### config.mk
export PLATFORM = sky130hd
export DESIGN_NAME = hazard_unit
export DESIGN_NICKNAME = d
export VERILOG_FILES = /design/src/rtl/hazard_pkg.sv /design/src/rtl/hazard_unit_sat_counter.sv /design/src/rtl/hazard_unit.sv
export SDC_FILE = /design/constraint.sdc
export NUM_CORES = 1
export LEC_CHECK = 0
export ABC_AREA = 1
export BUFFER_PORTS_ARGS = -buffer_cell sky130_fd_sc_hd__clkbuf_2
export CAP_MARGIN = 15
export CORE_ASPECT_RATIO = 1.1
export CORE_MARGIN = 2
export CORE_UTILIZATION = 45
export CTS_BUF_LIST = sky130_fd_sc_hd__clkbuf_4
export CTS_CLUSTER_DIAMETER = 60
export CTS_CLUSTER_SIZE = 14
export DETAILED_ROUTE_END_ITERATION = 8
export PLACE_DENSITY = 0.66
export SYNTH_ARGS = -nofsm -noshare
export SYNTH_HDL_FRONTEND = slang
export SYNTH_SLANG_ARGS = --single-unit
### constraint.sdc
create_clock -name clk -period 3.15 [get_ports clk]
set_input_delay 0.7875 -clock clk [delete_from_list [all_inputs] [get_ports clk]]
set_output_delay 0.7875 -clock clk [all_outputs]
set_load 0.1 [all_outputs]
### src/rtl/hazard_pkg.sv
// Shared definitions for the hazard unit slice.
// - fwd_e   : operand forwarding select encoding (register file, W result, M ALU result)
// - RES_LOAD: ResultSrc value that marks a load in decode
// - REG_ZERO: architectural zero register x0
package hazard_pkg;

  typedef enum logic [1:0] {
    FWD_RF = 2'b00,
    FWD_W  = 2'b01,
    FWD_M  = 2'b10
  } fwd_e;

  localparam logic [1:0] RES_LOAD = 2'b01;
  localparam logic [4:0] REG_ZERO = 5'd0;

endpackage

### src/rtl/hazard_unit_sat_counter.sv
// Saturating up-counter used for the debug event counters.
// Ports:
//   clk   - clock
//   reset - asynchronous, active-low reset (clears count)
//   inc   - count one event on this edge
//   count - current count; sticks at all-ones instead of wrapping
module sat_counter #(
  parameter int unsigned W = 16
) (
  input  logic         clk,
  input  logic         reset,
  input  logic         inc,
  output logic [W-1:0] count
);

  always_ff @(posedge clk or negedge reset) begin
    if (!reset) begin
      count <= '0;
    end else if (inc && (count != '1)) begin
      count <= count + W'(1);
    end
  end

endmodule

### src/rtl/hazard_unit.sv
// Hazard unit for the five-stage pipeline.
// Tracks a shadow copy of register addresses and write-enables through E, M
// and W, and from it produces forwarding selects, load-use stalls and
// branch/jump flushes. Shadow write-enables are cross-checked against the
// controller's pipelined RegWrite bits; stall and flush events are counted.
// Ports:
//   clk, reset              - clock, asynchronous active-low reset
//   Rs1D, Rs2D, RdD         - register fields of the instruction in D
//   RegWriteD, ResultSrcD   - controller decode controls (ResultSrcD 01 = load)
//   PCSrcE                  - taken branch/jump resolved in E
//   RegWriteM, RegWriteW    - controller pipelined RegWrite (cross-check only)
//   StallF, StallD          - hold PC / D register on load-use
//   FlushD, FlushE          - clear D / E pipeline registers
//   ForwardAE, ForwardBE    - operand selects: 00 RF, 10 ALUResultM, 01 ResultW
//   StallCnt, FlushCnt      - saturating event counters
//   MismatchErr             - sticky shadow/controller RegWrite disagreement
module hazard_unit
  import hazard_pkg::*;
#(
  parameter int unsigned CNT_W  = 16,
  parameter int unsigned REG_AW = 5
) (
  input  logic              clk,
  input  logic              reset,
  input  logic [REG_AW-1:0] Rs1D,
  input  logic [REG_AW-1:0] Rs2D,
  input  logic [REG_AW-1:0] RdD,
  input  logic              RegWriteD,
  input  logic [1:0]        ResultSrcD,
  input  logic              PCSrcE,
  input  logic              RegWriteM,
  input  logic              RegWriteW,
  output logic              StallF,
  output logic              StallD,
  output logic              FlushD,
  output logic              FlushE,
  output logic [1:0]        ForwardAE,
  output logic [1:0]        ForwardBE,
  output logic [CNT_W-1:0]  StallCnt,
  output logic [CNT_W-1:0]  FlushCnt,
  output logic              MismatchErr
);

  localparam logic [REG_AW-1:0] ZERO = REG_AW'(REG_ZERO);

  logic [REG_AW-1:0] Rs1E, Rs2E, RdE, RdM, RdW;
  logic              RegWriteE, LoadE, RegWriteSM, RegWriteSW;
  logic              lwStall, pcSrcG;
  fwd_e              fwdA, fwdB;

  // PCSrcE comes from outside; gate it so nothing leaks out while in reset.
  assign pcSrcG  = PCSrcE & reset;

  // Conservative: any source match counts, even if D does not read it.
  assign lwStall = reset & LoadE & (RdE != ZERO) & ((Rs1D == RdE) | (Rs2D == RdE));

  assign StallF  = lwStall;
  assign StallD  = lwStall;
  assign FlushD  = pcSrcG;
  assign FlushE  = lwStall | pcSrcG;

  // M is younger than W, so it must win when both write the same register.
  always_comb begin
    fwdA = FWD_RF;
    if (RegWriteSM && (RdM != ZERO) && (Rs1E == RdM)) begin
      fwdA = FWD_M;
    end else if (RegWriteSW && (RdW != ZERO) && (Rs1E == RdW)) begin
      fwdA = FWD_W;
    end
  end

  always_comb begin
    fwdB = FWD_RF;
    if (RegWriteSM && (RdM != ZERO) && (Rs2E == RdM)) begin
      fwdB = FWD_M;
    end else if (RegWriteSW && (RdW != ZERO) && (Rs2E == RdW)) begin
      fwdB = FWD_W;
    end
  end

  assign ForwardAE = fwdA;
  assign ForwardBE = fwdB;

  // Shadow pipeline. E is never held: on a load-use stall the controller
  // inserts a bubble into E, which the FlushE clear reproduces here.
  always_ff @(posedge clk or negedge reset) begin
    if (!reset) begin
      Rs1E        <= '0;
      Rs2E        <= '0;
      RdE         <= '0;
      RegWriteE   <= 1'b0;
      LoadE       <= 1'b0;
      RdM         <= '0;
      RegWriteSM  <= 1'b0;
      RdW         <= '0;
      RegWriteSW  <= 1'b0;
      MismatchErr <= 1'b0;
    end else begin
      if (FlushE) begin
        Rs1E      <= '0;
        Rs2E      <= '0;
        RdE       <= '0;
        RegWriteE <= 1'b0;
        LoadE     <= 1'b0;
      end else begin
        Rs1E      <= Rs1D;
        Rs2E      <= Rs2D;
        RdE       <= RdD;
        RegWriteE <= RegWriteD;
        LoadE     <= (ResultSrcD == RES_LOAD);
      end
      RdM        <= RdE;
      RegWriteSM <= RegWriteE;
      RdW        <= RdM;
      RegWriteSW <= RegWriteSM;
      if ((RegWriteSM != RegWriteM) || (RegWriteSW != RegWriteW)) begin
        MismatchErr <= 1'b1;
      end
    end
  end

  sat_counter #(.W(CNT_W)) uStallCnt (
    .clk   (clk),
    .reset (reset),
    .inc   (lwStall),
    .count (StallCnt)
  );

  sat_counter #(.W(CNT_W)) uFlushCnt (
    .clk   (clk),
    .reset (reset),
    .inc   (pcSrcG),
    .count (FlushCnt)
  );

endmodule

After elaboration in Yosys (flattened, before gate mapping)
Cells that the tools add are included.
{"block": "word_totals", "register_bits": 62, "latch_bits": 0, "mem_bits_rw": 0, "mem_bits_ro": 0, "output_inout_bits": 41, "word_cells": 52, "n_memories": 0}
{"block": "op_classes", "n_addsub": 2, "n_mul": 0, "n_div": 0, "magnitude_cmp": 0, "eq_ne": 11, "shift": 0, "mux": 9, "n_bitwise": 6, "reduce_logical": 12}
{"operator": "$add 16x1->16 const B", "n": 2}
{"operator": "$ne 16x16->1 const B", "n": 2}
{"operator": "$eq 5x5->1", "n": 6}
{"operator": "$mux 5", "n": 3}
{"operator": "$reduce_bool 5->1", "n": 3}
{"operator": "$logic_and 1x1->1", "n": 8}
{"operator": "$and 1x1->1", "n": 4}
{"operator": "$mux 1", "n": 4}
{"operator": "$mux 2", "n": 2}
{"operator": "$eq 2x1->1 const B", "n": 1}
{"operator": "$ne 1x1->1", "n": 2}
{"operator": "$or 1x1->1", "n": 2}
{"operator": "$logic_or 1x1->1", "n": 1}

Logic depth before layout (Yosys ltp)
Gate-level depths: netlist (run 1).
{"block": "logic_depth", "depth_word": 5, "ltp_mapped": 10, "depth_no_buf": 9}

Cells and area by module
Synthesis (run 1) repeated with hierarchy kept, for this count alone.
{"block": "hier_totals", "hier_cells": 456, "area_unflattened_um2": 3510.9}
{"mod": "sat_counter", "instances": 2, "cells_each": 149, "area_each_um2": 1058.5, "seq_area_each_um2": 400.4}
{"mod": "hazard_unit", "instances": 1, "cells_each": 158, "area_each_um2": 1393.8, "seq_area_each_um2": 750.7}

Worst setup path after synthesis (run 1)
OpenSTA, ideal clock, no wires.
{"block": "synth_path", "path_kind": "reg-to-output", "startpoint": "register RdM[0]", "endpoint": "output port ForwardAE[0]", "t_arrival_ns": 4.035, "required_ns": 2.362, "setup_slack_ns": -1.673, "stages_incl_launch_ff": 5, "n_path_buf": 0, "cell_sequence": "dfrtp_1 xnor2_1 nand4_1 nor3_1 nor2_1"}
{"block": "synth_via", "elab_chain_cells": 4, "word_cells_on_any_way": 5, "classes_between": "eq/ne (1); mux (1); reduce/logical (3)"}
{"element": "start, declared", "line_no": "hazard_unit.sv:46", "source": "logic [REG_AW-1:0] Rs1E, Rs2E, RdE, RdM, RdW;"}
{"element": "start signal, assigned", "line_no": "hazard_unit.sv:112", "source": "RdM <= RdE;"}
{"element": "$reduce_bool 5->1", "line_no": "hazard_unit.sv:65", "source": "if (RegWriteSM && (RdM != ZERO) && (Rs1E == RdM)) begin"}
{"element": "$logic_and 1x1->1", "line_no": "hazard_unit.sv:65"}
{"element": "$logic_and 1x1->1 *", "line_no": "hazard_unit.sv:65"}
{"element": "$mux 2 *", "line_no": "hazard_unit.sv:65"}
{"element": "end, declared", "line_no": "hazard_unit.sv:37", "source": "output logic [1:0] ForwardAE,"}
Every way passes the cells marked *; elsewhere a longest branch is shown, timed or not.

Worst setup path in the final report (run 1)
{"block": "layout_path", "startpoint": "register RdM[0]", "endpoint": "output port ForwardBE[0]"}
{"block": "layout_via", "elab_chain_cells": 4, "word_cells_on_any_way": 5, "classes_between": "eq/ne (1); mux (1); reduce/logical (3)"}
{"element": "$reduce_bool 5->1", "line_no": "hazard_unit.sv:74", "source": "if (RegWriteSM && (RdM != ZERO) && (Rs2E == RdM)) begin"}
{"element": "$logic_and 1x1->1", "line_no": "hazard_unit.sv:74"}
{"element": "$logic_and 1x1->1 *", "line_no": "hazard_unit.sv:74"}
{"element": "$mux 2 *", "line_no": "hazard_unit.sv:74"}
{"element": "end, declared", "line_no": "hazard_unit.sv:38", "source": "output logic [1:0] ForwardBE,"}
Marked as above.

==> results.md, run 1 <==
Drt:
- Using the TritonRoute via totals, the vias-per-cell ratio works out to a little under 5.
- For this block, the routed nets add up to 7520 um of wire.
- Once detail routing completed, the nets flagged for antenna violations numbered 0.
- The vias after detailed routing is between 2,000 and 3,000.
- The number of design-rule violations left by the first detailed-router iteration is approximately 110.
- The number of remaining DRC errors is 0.
- Dividing the detail-routed wire length by the instance count gives between 10 and 15 um.
- The first TritonRoute pass finished after 4 iterations.

Timing:
- At the pin with the least slew margin, the transition time is between 0.5 and 0.6 ns.
- The final count of pins violating max slew came to 0.
- Headroom to the max-slew limit came out at 60.8%.
- The final period utilization is a little over nine tenths.
- Setup repair after global routing left no endpoint under its margin.
- The hold violation total from the final report is 0.
- The highest clock frequency the design can meet is between 300 and 400 MHz.
- Subtracting the final worst setup slack from the clock period gives approximately 3 ns.
- Adding up every negative setup slack in the final design gives 0 ns.
- Setup violations remaining at the end of the flow were counted as 0.
- The worst clock skew on the final layout is 0.0101 ns.

Global route:
- The initial antenna violation count is 0.
- Entering global routing, the biggest net connects 34 pins.
- Global routing consumed, over all layers together, 20.3% of the routing resources.
- The total global routing overflow is 0.
- The first-pass GRT wire length is around 13,000 um.
- The via count of the first global-routing pass is ~2,800.

Critical path:
- The worst setup path is captured at an output pin.
- The worst setup path is launched from a flip-flop.
- In this run the worst path has a maximum fanout of 4.
- The stage delay of the slowest cell on the critical path is roughly 0.47 ns.
- The critical path goes through nor2_1 > nand2_1 > o21ai_0 > nor3_4 > nor2_2 > clkbuf_2.
- The count of buffering cells on the critical path with inverters included is 1.
- The worst setup path is of the reg2out kind.
- For the worst setup path, the data arrival time is 2.18 ns.
- Data on the critical path is required at its endpoint by roughly 2.4 ns.
- The cell with the largest stage delay on the worst path is sky130_fd_sc_hd__o21ai_0.
- The family of cells with the greatest summed delay on the critical path is compound AO/OA/AOI/OAI gates.

Clock tree:
- The total CTS buffers is 9.
- The number of hold buffers added after CTS is 0.
- The post-cts sizing count is 0.
- The post-CTS setup repair buffer count is 0.
- The clock tree synthesis step divided the H-tree into 3 levels.
- TritonCTS built the clock tree.
- After clock tree synthesis, the clock-pin slew on the worst setup and hold paths is 0.11 ns.
- Counting along the longest clock path gives a buffer depth of 2.
- The total clock sinks is a little over 60.
- In this run the clock root is driven by a sky130_fd_sc_hd__clkbuf_4.
- The clock reaches the later pin of the worst-skew pair after between 0.3 and 0.4 ns.

Cells and area:
- The repair_antennas step left the layout with diodes totalling 0.
- The post-route netlist has roughly a fifth of its cells at a drive strength greater than 1.
- The utilization after layout is a little under three fifths.
- The area overhead of the layout relative to synthesis is 19.8%.
- The post-layout net count is 522.
- The finished layout holds between 500 and 600 standard cells, fillers aside.

Synthesis:
- Each instance of the synthesized netlist takes up on average around 8.0 sq um.
- The post-synthesis async set-or-reset flop share is 100%.
- The number of warnings issued by yosys is 0.
- When the netlist entered floorplanning its net count stood at around 450.
- Sequential cells were found to cover ~46% of the synthesized design area.
- The cell count after synthesis is 426.
- The count of unique library cells instantiated by Yosys is 29.
- The cell area after synthesis is between 3000 and 4000 sq um.
- The number of enable-type register cells in the synthesized netlist is 0.
- The dominant register cell in the synthesized netlist is sky130_fd_sc_hd__dfrtp_1.
- The post-synthesis register bit count is 62.

Floorplan:
- 64 I/O pins were placed.
- The overall die height is between 90 and 100 um.
- The width of the die is about 87 um.
- The initial core utilization is between 40% and 50%.
- After floorplanning, the core was divided into 33 placement rows.
- After floorplanning, the core was sized to cover 7390 sq um.
- The die area is 8260 sq um.

Power:
- The power per cell area is 566 nW/um^2.
- Overall power consumption after layout is estimated at 0.00230 W.
- In this run the static leakage power is just over 2 nW.
- The worst supply voltage drop on vdd is between 0.0005 and 0.0006 V.

Worst hold path:
- The worst min-delay path class is reg2reg.

Placement:
- The HPWL after detailed placement is slightly below 6000 um.
- The number of cells after detailed placement is 573.
- The quantity of I/O buffers inserted on ports is 63.
- Routability-driven placement finished with a final weighted congestion of approximately 0.93.

Outcome:
- The flow ran to the end, and the final reports show no timing, DRC or antenna violations.

Job:
- The number of max-cap violations is 0.
==> final timing paths <==
check | from | to | slack (ns) | cells after the start
setup / recovery | RdM[0] | ForwardBE[0] | 0.18 | 6
hold / removal | RegWriteE | RegWriteSM | 0.36 | 0
setup reg to reg | uFlushCnt.count[0] | uFlushCnt.count[4] | 1.31 | 9
hold reg to reg | RegWriteE | RegWriteSM | 0.36 | 0
max in group asynchronous | reset | RdM[4] | 2.40 | 2
min in group asynchronous | reset | uStallCnt.count[15] | 0.44 | 2
==> cell usage in the layout, fill, tap and decap left out <==
cell type / Yosys / layout
sky130_fd_sc_hd__o211ai_1: 1 / 1
sky130_fd_sc_hd__xnor2_1: 24 / 24
sky130_fd_sc_hd__xor2_1: 16 / 16
sky130_fd_sc_hd__dfrtp_1: 62 / 62
sky130_fd_sc_hd__clkbuf_4: 0 / 9
sky130_fd_sc_hd__nor3_2: 1 / 1
sky130_fd_sc_hd__clkbuf_2: 0 / 59
sky130_fd_sc_hd__nand4_4: 1 / 1
sky130_fd_sc_hd__inv_2: 1 / 1
sky130_fd_sc_hd__nand2_1: 132 / 132
sky130_fd_sc_hd__nand3b_1: 1 / 1
sky130_fd_sc_hd__o21ai_2: 3 / 3
sky130_fd_sc_hd__nand2_4: 2 / 2
sky130_fd_sc_hd__ha_1: 2 / 2
sky130_fd_sc_hd__clkinvlp_4: 0 / 2
sky130_fd_sc_hd__nand3_4: 1 / 1
sky130_fd_sc_hd__buf_4: 3 / 5
sky130_fd_sc_hd__nand3_2: 1 / 1
sky130_fd_sc_hd__buf_12: 0 / 4
sky130_fd_sc_hd__nand2_2: 2 / 2
sky130_fd_sc_hd__a21oi_1: 1 / 1
sky130_fd_sc_hd__nor2_4: 2 / 2
sky130_fd_sc_hd__nor2_2: 3 / 5
sky130_fd_sc_hd__bufinv_16: 0 / 3
sky130_fd_sc_hd__nor3_4: 0 / 2
sky130_fd_sc_hd__a21oi_2: 1 / 1
sky130_fd_sc_hd__nor3_1: 8 / 6
sky130_fd_sc_hd__o21ai_0: 8 / 8
sky130_fd_sc_hd__nand3_1: 19 / 19
sky130_fd_sc_hd__o21ai_1: 2 / 2
sky130_fd_sc_hd__nor2_1: 51 / 49
sky130_fd_sc_hd__inv_1: 47 / 47
sky130_fd_sc_hd__nand4_1: 26 / 26
sky130_fd_sc_hd__clkinv_4: 0 / 2
==> synthesized netlist by cell type (2+ instances only) <==
master | number | area, sq um
sky130_fd_sc_hd__nand2_1 | 132 | 495
sky130_fd_sc_hd__dfrtp_1 | 62 | 1550
sky130_fd_sc_hd__nor2_1 | 51 | 191
sky130_fd_sc_hd__inv_1 | 47 | 176
sky130_fd_sc_hd__nand4_1 | 26 | 163
sky130_fd_sc_hd__xnor2_1 | 24 | 210
sky130_fd_sc_hd__nand3_1 | 19 | 95.1
sky130_fd_sc_hd__xor2_1 | 16 | 140
sky130_fd_sc_hd__nor3_1 | 8 | 40.0
sky130_fd_sc_hd__o21ai_0 | 8 | 40.0
sky130_fd_sc_hd__buf_4 | 3 | 22.5
sky130_fd_sc_hd__buf_6 | 3 | 33.8
sky130_fd_sc_hd__nor2_2 | 3 | 18.8
sky130_fd_sc_hd__o21ai_2 | 3 | 26.3
sky130_fd_sc_hd__buf_2 | 2 | 10.0
sky130_fd_sc_hd__ha_1 | 2 | 25.0
sky130_fd_sc_hd__nand2_2 | 2 | 12.5
sky130_fd_sc_hd__nand2_4 | 2 | 22.5
sky130_fd_sc_hd__nor2_4 | 2 | 22.5
sky130_fd_sc_hd__o21ai_1 | 2 | 10.0
==> state kept, by name, summed over array words and instances (netlist names) <==
signal / count
uFlushCnt.count: 16
uStallCnt.count: 16
RdE: 5
RdM: 5
RdW: 5
Rs1E: 5
Rs2E: 5
LoadE: 1
MismatchErr: 1
RegWriteE: 1
RegWriteSM: 1
RegWriteSW: 1
==> through the flow <==
step / hold slack [ns] / area [sq um] / worst slack, ns
final: 0.359 / 4070 / 0.181
after global placement: 0.332 / 3880 / 0.525
after floorplan: 0.331 / 3430 / 0.00903
after detailed placement: 0.337 / 3880 / 0.492
after global routing: 0.375 / 4070 / 0.00645
after CTS: 0.362 / 4070 / 0.121
==> logic make-up (layout without fill, tap and decap cells) <==
logic type | count (synthesis) | count (layout) | share of synthesized area, %
and+or+nand+nor | 250 | 250 | 33.2
DFF | 62 | 62 | 45.7
buffers and inverters | 56 | 132 | 7.25
xor gates and xnor gates | 40 | 40 | 10.3
AOI/OAI and AO/OA | 16 | 16 | 2.87
adders and majority gates | 2 | 2 | 0.736
==> area by class of cell <==
cell class	count	area, sq um
clock inverters	7	123
fillers	688	3320
clock buffers	9	67.6
multi-input cells	308	1630
inverters	48	180
flip-flops and latches	62	1550
repair buffers	68	413
well taps	87	109
==> power breakdown <==
group / internal (W) / switching [W]
Sequential: 0.000864 / 0.0000844
Clock: 0.000404 / 0.000301
Combinational: 0.000135 / 0.000517
==> routing by layer <==
layer	routed length [um]	vias up	track usage, %	part of all wire, %
li1	-	1486	-	-
met3	343	11	4.50	4.6
met5	0	-	0	0
met4	111	0	7.16	1.5
met2	3650	69	32.5	48
met1	3420	1308	27.0	45
No activity file was read; power rests on OpenSTA's default activity.
==> run 2, diff against run 1 <==
- ABC_AREA: 1 -> not set
- PLACE_DENSITY: 0.66 -> 0.67
- SETUP_SLACK_MARGIN: not set -> 0.1
==> run 2 against run 1 <==
Compared with the run above: combinational power increased by 0.6%; clock skew increased by 0.0034 ns; highest routed layer unchanged; first-iteration DRC count decreased by 24%; global-route usage decreased by 1.8 points; design area decreased by 12%; largest power group unchanged; via count decreased by 28%; cell count decreased by 30%.
==> results.md, run 2 <==
Synthesis:
- The post-synthesis async set-or-reset flop share is between 90% and 100%.
- The dominant register cell in the synthesized netlist is sky130_fd_sc_hd__dfrtp_1.
- Counting flops with a built-in enable in the synthesized netlist gives 0.
- Sorting the synthesized cells by how often they occur yields 62 x sky130_fd_sc_hd__dfrtp_1, 40 x sky130_fd_sc_hd__xnor2_1, 20 x sky130_fd_sc_hd__nand3_1, 19 x sky130_fd_sc_hd__xor2_1, 16 x sky130_fd_sc_hd__nand2_1.
- Yosys printed 0 warnings.
- The most frequent cell after synthesis is sky130_fd_sc_hd__dfrtp_1.
- The synthesized area per cell is roughly 11 sq um.
- The mapped netlist covers just under 3000 sq um.
- Synthesis instantiated 40 different standard cells from the library.
- The cell count after synthesis is 253.
- Summed over all instances, the cell type with the most area after synthesis is sky130_fd_sc_hd__dfrtp_1.
- Synthesis inferred 62 register bits.
- The fraction of synthesized cell area taken by the top area cell type is 53.5%.
- Sequential cells were found to cover ~53% of the synthesized design area.
- The total nets after synthesis is 278.
- By area the synthesized netlist is led by sky130_fd_sc_hd__dfrtp_1 53%, sky130_fd_sc_hd__xnor2_1 12%, sky130_fd_sc_hd__xor2_1 5.7%, sky130_fd_sc_hd__and2_2 3.6%, sky130_fd_sc_hd__nand3_1 3.5%.

Critical path:
- The launch instance of the worst register-to-register path is RdE[1].
- The register-to-register path setup slack is between 1 and 1.5 ns.
- Counting buffers and inverters, the worst setup path is 5 cells deep.
- The stage delay of the slowest cell on the critical path is just under 0.6 ns.
- The critical path goes through or4_1 > o21ai_0 > or4_1 > nor4_4 > buf_6.
- The worst setup path is launched from a flip-flop.
- Data arrives at the worst endpoint at between 2 and 2.5 ns.
- Together, buffers and inverters on the worst path number 1.
- The cell that appears most often on the critical path is sky130_fd_sc_hd__or4_1.
- The number of cells on the worst reg-to-reg path is 6.
- The critical path starts at RdW[1].
- In this run the worst setup path terminates at ForwardBE[0].
- The endpoint identified for the worst register-to-register timing path is uStallCnt.count[1].
- Data on the critical path is required at its endpoint by roughly 2.4 ns.
- For this design, the slowest cell found on the critical path is sky130_fd_sc_hd__or4_1.
- In this design, the largest share of critical-path delay is due to simple AND/OR/NAND/NOR gates.
- The critical path is of the reg2out type.
- STA classifies the critical path endpoint as an output pin.
- The biggest fanout along the worst timing path is 3.

Cells and area:
- The area overhead of the layout relative to synthesis is 23.8%.
- The number of non-filler instances in the completed layout is 412.
- The commonest non-fill, non-tap cell in the layout is sky130_fd_sc_hd__dfrtp_1.
- The number of antenna diodes in the final layout is 0.
- In the final layout, the registers with the most flip-flops are uFlushCnt.count x16, uStallCnt.count x16.
- The post-route netlist has ~34% of its cells at a drive strength greater than 1.
- In the layout the commonest cells are 62 x sky130_fd_sc_hd__dfrtp_1, 57 x sky130_fd_sc_hd__clkbuf_2, 40 x sky130_fd_sc_hd__xnor2_1.
- The post-layout net count is 353.

Placement:
- In this run, placement finished with an instance count of between 300 and 400.
- The weighted congestion at the end of routability-driven global placement is about 0.83.
- The quantity of I/O buffers inserted on ports is 63.
- After legalization and detailed placement, the total HPWL measured approximately 4300 um.
- The worst slack at placement is 0.314 ns.

Clock tree:
- For the worst-skew pair, the clock arrives at the later sink with an insertion delay of about 0.37 ns.
- The worst-case clock buffer depth is 2.
- The CTS tree is yes.
- The maximum level of the CTS H-tree is 3.
- The total clock sinks is slightly above 60.
- The clock transition at the register clock pins on the worst setup and hold paths after CTS is 0.08 ns.
- The number of hold buffers added after CTS is 0.
- Counting the buffers created by CTS gives 9.
- CTS placed an instance of sky130_fd_sc_hd__clkbuf_4 at the clock tree root.

Power:
- The switching part of the total is 41.5%.
- The share of power burned in registers is a little under half.
- The internal power contribution is between 0.001 and 0.0015 W.
- The fraction of power consumed by the clock network is a little over a fifth.
- In this run the static leakage power is approximately 1.6 nW.
- Summed over all nets, the switching power comes to around 0.00085 W.
- The power per cell area is roughly 570 nW/um^2.
- The worst supply voltage drop on vdd is between 0.0008 and 0.0009 V.
- The fraction of power consumed by combinational cells is 32.1%.

Timing:
- In the post-route analysis, the smallest setup slack over all paths is about 0.24 ns.
- The worst pin sits at a relative slew slack of between 60% and 70%.
- For the pin with the worst max-slew slack, the measured transition is between 0.5 and 0.6 ns.
- For the final database, setup skew stands at 0.0135 ns.
- Setup repair after global routing left no endpoint under its margin.
- The final count of pins violating max slew is 0.
- The number of setup violations in the final report is 0.
- The hold violation total from the final report was 0.
- The final period utilization is a little over 90%.
- The time the final worst path needs with I/O delays and setup is roughly 2.9 ns.
- The worst hold slack is roughly 0.25 ns.
- The highest clock frequency the design can meet is around 340 MHz.

Global route:
- Global routing used 18.4% of the available tracks.
- The via count of the first global-routing pass came to between 2,000 and 2,500.
- Global routing finished with a remaining overflow of 0.
- The global-route track usage on met3 is about 3.5%.
- The pin count of the biggest net entering global routing is 46.
- The global routing stage identified its most utilized layer as met2.
- Global routing consumed, on the met2 layer, 29.8% of the routing resources.
- The first-pass GRT wire length is between 9000 and 10,000 um.
- The initial antenna violation count came to 0.
- For this run, global-route usage on met1 was measured as roughly a quarter.

Floorplan:
- Pin placement for this block handled between 60 and 70 I/O pins.
- The die area is just over 7000 sq um.
- The overall die height is 88.2 um.
- The total core area is ~6200 sq um.
- The initial core utilization is 46.8%.
- The number of rows in the core area is 30.
- The width of the die is about 80 um.

Drt:
- The number of remaining DRC errors is 0.
- Wires add up to ~5800 um.
- Dividing the detail-routed wire length by the instance count gives ~14 um.
- The vias after detailed routing is ~2,100.
- In the routed layout, each cell is associated on average with a via count of approximately 5.0.
- The number of design-rule violations left by the first detailed-router iteration is between 80 and 90.
- For this run, the detailed router's first-pass iteration total came to 4.
- Once detail routing completed, the nets flagged for antenna violations numbered 0.

Worst hold path:
- In this run the worst hold path is classified as in2async.

Job:
- Across the run, the number of max-cap violations was 0.

Outcome:
- The flow ran to the end, and the final reports show no timing, DRC or antenna violations.
[run 2: changes by cell type in the layout (fill, tap and decap cells not counted), sizes merged, moves of 3 or more]
cell	change
nand2	-120
nor2	-47
inv	-44
and2	+17
nand4	-16
xnor2	+16
o21ai	-10
nor4	+7
and3	+6
nor3	-6
or4	+5
buf	+3
bufinv	-3
xor2	+3
[run 2: cells by family after synthesis]
group                      synth area share, %
AOI/OAI and AO/OA                         3.45
buffers and inverters                     1.68
DFF                                       53.5
muxes                                    0.776
xor gates and xnor gates                  17.8
adders and majority gates                0.863
and+or+nand+nor                           21.9
[run 2: per-layer routing]
metal  share of wire, %  wire (um)
met1                 46       2660
met2                 49       2860
met3                4.3        250
met4               0.76         44
met5                  0          0
[run 2: how the worst min path moves through the flow]
stage	endpoint	startpoint	cells after the start	slack [ns]
after floorplan	RegWriteSM	RegWriteE	0	0.33
after global placement	RegWriteSM	RegWriteE	0	0.33
after detailed placement	RegWriteSM	RegWriteE	0	0.33
after CTS	uFlushCnt.count[15]	reset	1	0.21
after global routing	uFlushCnt.count[15]	reset	1	0.21
final	uFlushCnt.count[15]	reset	1	0.25
[run 2: through the flow]
step	instance area, sq um	power (W)	TNS, ns	util [%]
after floorplan	2990	0.00150	-0.00742	-
after global placement	3460	0.00163	0	55.8
after detailed placement	3460	0.00164	0	55.8
after CTS	3580	0.00208	0	57.8
after global routing	3590	0.00216	0	58.0
final	3590	0.00205	0	58.0
[run 2: timing repair]
action / CTS / global route
setup buffers: 1 / 1
pin swaps: 1 / 1
endpoints found under the setup margin: 3 / 3
gates resized for setup: 3 / 3
[run 2: worst reg2reg max path, delay by kind of cell (launching register included)]
family	cells	cell delay [ns]
AO/OA/AOI/OAI	1	0.20
buffers and inverters	1	0.18
flip-flops	1	0.43
multiplexers	1	0.34
AND/OR/NAND/NOR	3	0.81
[run 2: final cells by class]
type | instances | area, sq um
Tap cell | 80 | 100
Clock inverter | 3 | 12.5
Inverter | 5 | 22.5
Timing Repair Buffer | 69 | 437
Fill cell | 553 | 2600
Clock buffer | 12 | 90.1
Multi-Input combinational cell | 181 | 1380
Sequential cell | 62 | 1550
[run 2: power groups by stage]
stage	registers, W	clock network, W	logic [W]
after floorplan	0.00132	0	0.000178
after CTS	0.000963	0.000452	0.000661
after global routing	0.000978	0.000491	0.000692
after detailed placement	0.000977	0	0.000660
after global placement	0.000977	0	0.000653
final	0.000962	0.000428	0.000656
==> run 3, diff against run 2 <==
- GPL_ROUTABILITY_DRIVEN: not set -> 0
- REMOVE_ABC_BUFFERS: not set -> 1
==> run 3 against run 2 <==
Compared with the run above: cell count rose by 0.24%; clock skew decreased by 0.0025 ns; global-route usage fell by 0.51 points; fmax down 3.7%; power rose by 4.3%; via count is 1.9% higher.
==> results.md, run 3 (synthesis results as in run 2) <==
Outcome:
- The run finished with clean final reports.

Critical path:
- The worst register-to-register path has a setup slack of about 1.1 ns.
- In this run the worst path has a maximum fanout of 4.
- The largest individual stage delay along the critical path comes from the cell sky130_fd_sc_hd__nor4_1.
- The launch instance of the worst register-to-register path is RdE[1].
- In this run the worst setup path begins at RdM[0].
- The worst endpoint data arrival time is 2.23 ns.
- The required time of the critical path is ~2.4 ns.
- STA classifies the critical path startpoint as a flip-flop.
- Traced cell by cell, the critical path runs through xnor2_1 > nand3_1 > nor4_1 > clkbuf_4.
- By startpoint and endpoint, the worst setup path is classified as reg2out.
- The worst setup path is captured at an output pin.
- The family of cells with the greatest summed delay on the critical path is simple AND/OR/NAND/NOR gates.
- The stage delay of the slowest cell on the critical path is around 0.60 ns.
- The count of buffering cells on the critical path with inverters included is 1.

Drt:
- The number of remaining DRC errors is 0.
- The number of nets still failing antenna checks after routing is 0.
- The detailed-routing iteration count for the pre-antenna-repair pass is 4.
- The wire length reported by the detailed router is 5780 um.
- Using the TritonRoute via totals, the vias-per-cell ratio works out to 5.08.
- The detailed router placed 2,100 vias in this run.
- Dividing the detail-routed wire length by the instance count gives about 14 um.
- After the first detailed-routing iteration, the DRC count stood at 98.

Placement:
- Including well taps, the total number of placed cells is between 300 and 400.
- The count of buffers added on input and output ports is 63.
- The placed wire-length estimate after detailed placement is 4330 um.

Cells and area:
- The antenna diode count is 0.
- The largest registers in the layout are uFlushCnt.count x16, uStallCnt.count x16.
- The utilization after layout is 57.8%.
- The library cells used most frequently in the layout, excluding fill and tap cells, are 62 x sky130_fd_sc_hd__dfrtp_1, 55 x sky130_fd_sc_hd__clkbuf_2, 40 x sky130_fd_sc_hd__xnor2_1.
- The commonest non-fill, non-tap cell in the layout is sky130_fd_sc_hd__dfrtp_1.
- The number of non-filler instances in the completed layout is 413.
- The ratio of cells with drive above 1 in the final layout is 33.0%.
- The post-layout net count is approximately 350.
- The area overhead of the layout relative to synthesis is 23.3%.
- The count of fill cells added during filler insertion is 550.

Timing:
- Headroom to the max-slew limit came out at approximately 55%.
- For the pin with the worst max-slew slack, the measured transition is ~0.66 ns.
- Setup violations remaining at the end of the flow were counted as 0.
- The time the final worst path needs with I/O delays and setup is 3.02 ns.
- Setup repair after global routing could not meet its margin everywhere.
- The final count of pins violating max slew is 0.
- Between clock sinks in the finished design, the worst skew comes to roughly 0.011 ns.
- The hold violation total from the final report is 0.
- The worst path uses between 90% and 100% of the clock period.
- Hold is met by 0.260 ns.
- Derived from the worst setup path, the maximum achievable clock frequency is around 330 MHz.

Clock tree:
- Buffers inserted to repair hold after CTS numbered 0.
- Clock tree synthesis selected as its root buffer the cell sky130_fd_sc_hd__clkbuf_4.
- In this run the number of H-tree levels came out at 3.
- At the later pin of the worst-skew pair, clock insertion delay measures between 0.3 and 0.4 ns.
- In this run the deepest clock path goes through 2 buffers.
- The CTS tree is yes.
- Clock tree synthesis inserted a total of 9 buffers.
- After clock tree synthesis, the clock-pin slew on the worst setup and hold paths is roughly 0.10 ns.
- CTS saw between 60 and 70 sinks.

Floorplan:
- The die is 88.2 um tall.
- The width of the die is 80.5 um.
- The core region is 6190 sq um.
- 64 I/O pins were placed.
- The initial core utilization is a little under half.
- The floorplan has 30 rows.
- The die area is ~7100 sq um.

Power:
- Per report_power, the sequential group accounts for 45.0% of the total.
- The fraction of power consumed by combinational cells is roughly 30%.
- The analysis attributes to cell leakage a power of ~1.6 nW.
- Power spread over the standard cell area amounts to ~600 nW/um^2.
- Overall power consumption after layout is estimated at about 0.0021 W.
- For this design the total switching power over the nets is around 0.00087 W.
- The internal power contribution is 0.00127 W.
- The worst supply voltage drop on vdd is 0.000615 V.
- The clock network accounts for about 25% of the total power.
- The switching part of the total is about two fifths.

Worst hold path:
- The worst min-delay path class is in2async.

Global route:
- The first-pass GRT wire length is between 9000 and 10,000 um.
- The total global-route track usage is between 15 and 20%.
- Entering global routing, the biggest net connects 33 pins.
- The initial antenna violation count is 0.
- The via count of the first global-routing pass is 2,029.
- After global routing the overflow that remains totals 0.

Job:
- The number of max-cap violations is 0.
==> run 3: cell count changes in the layout (fill, tap and decap cells not counted), moves of 2 or more <==
cell,change
sky130_fd_sc_hd__nor4_4,-3
sky130_fd_sc_hd__buf_12,+2
sky130_fd_sc_hd__clkbuf_2,-2
sky130_fd_sc_hd__nor4_1,+2
==> run 3: worst register-to-register path: cells and delay by family (launching register included) <==
| kind | cells | cell delay (ns) |
|---|---|---|
| AND/OR/NAND/NOR | 3 | 0.82 |
| flip-flops | 1 | 0.43 |
| multiplexers | 1 | 0.34 |
| AO/OA/AOI/OAI | 1 | 0.22 |
| buffers and inverters | 1 | 0.18 |
==> run 3: per-layer routing <==
metal	vias up	GRT usage, %	part of all wire (%)
met2	51	28.3	50
met3	9	4.54	5.8
met5	-	0	0
met1	1012	22.9	43
li1	1028	-	-
met4	0	9.24	1.7
==> run 3: worst paths after layout <==
check	to	depth (start not counted)
max in group asynchronous	Rs2E[1]	2
min in group clk	RegWriteSM	0
min	MismatchErr	1
max	ForwardAE[1]	4
max reg2reg	uStallCnt.count[1]	6
min reg2reg	RegWriteSM	0
==> run 3: power groups by stage <==
stage	Sequential (W)	Combinational, W	Clock, W
floorplan	0.00132	0.000159	0
global placement	0.000975	0.000638	0
detailed placement	0.000976	0.000646	0
CTS	0.000962	0.000650	0.000543
global route	0.000977	0.000680	0.000579
finish	0.000961	0.000646	0.000528
==> run 3: through the flow <==
stage / area [sq um] / setup TNS [ns] / worst slack (ns)
floorplan: 2870 / -9.09 / -3.26
global placement: 3410 / 0 / 0.270
detailed placement: 3410 / 0 / 0.252
CTS: 3560 / 0 / 0.110
global route: 3580 / 0 / 0.0539
finish: 3580 / 0 / 0.128
==> run 3: final cells by class <==
| type | instances | area, sq um | share of cell area [%] |
|---|---|---|---|
| tap | 80 | 100 | 2.80 |
| clock inverter | 5 | 50.0 | 1.40 |
| inverter | 5 | 18.8 | 0.525 |
| multi-input combinational | 181 | 1320 | 36.9 |
| clock buffer | 11 | 82.6 | 2.31 |
| sequential | 62 | 1550 | 43.4 |
| timing repair buffer | 69 | 453 | 12.7 |
==> run 3: what timing repair did <==
item                                    4_1_cts  5_1_grt
setup buffers                                 1        1
pin swaps                                     3        1
resized for setup                             3        4
endpoints found under the setup margin        3        5
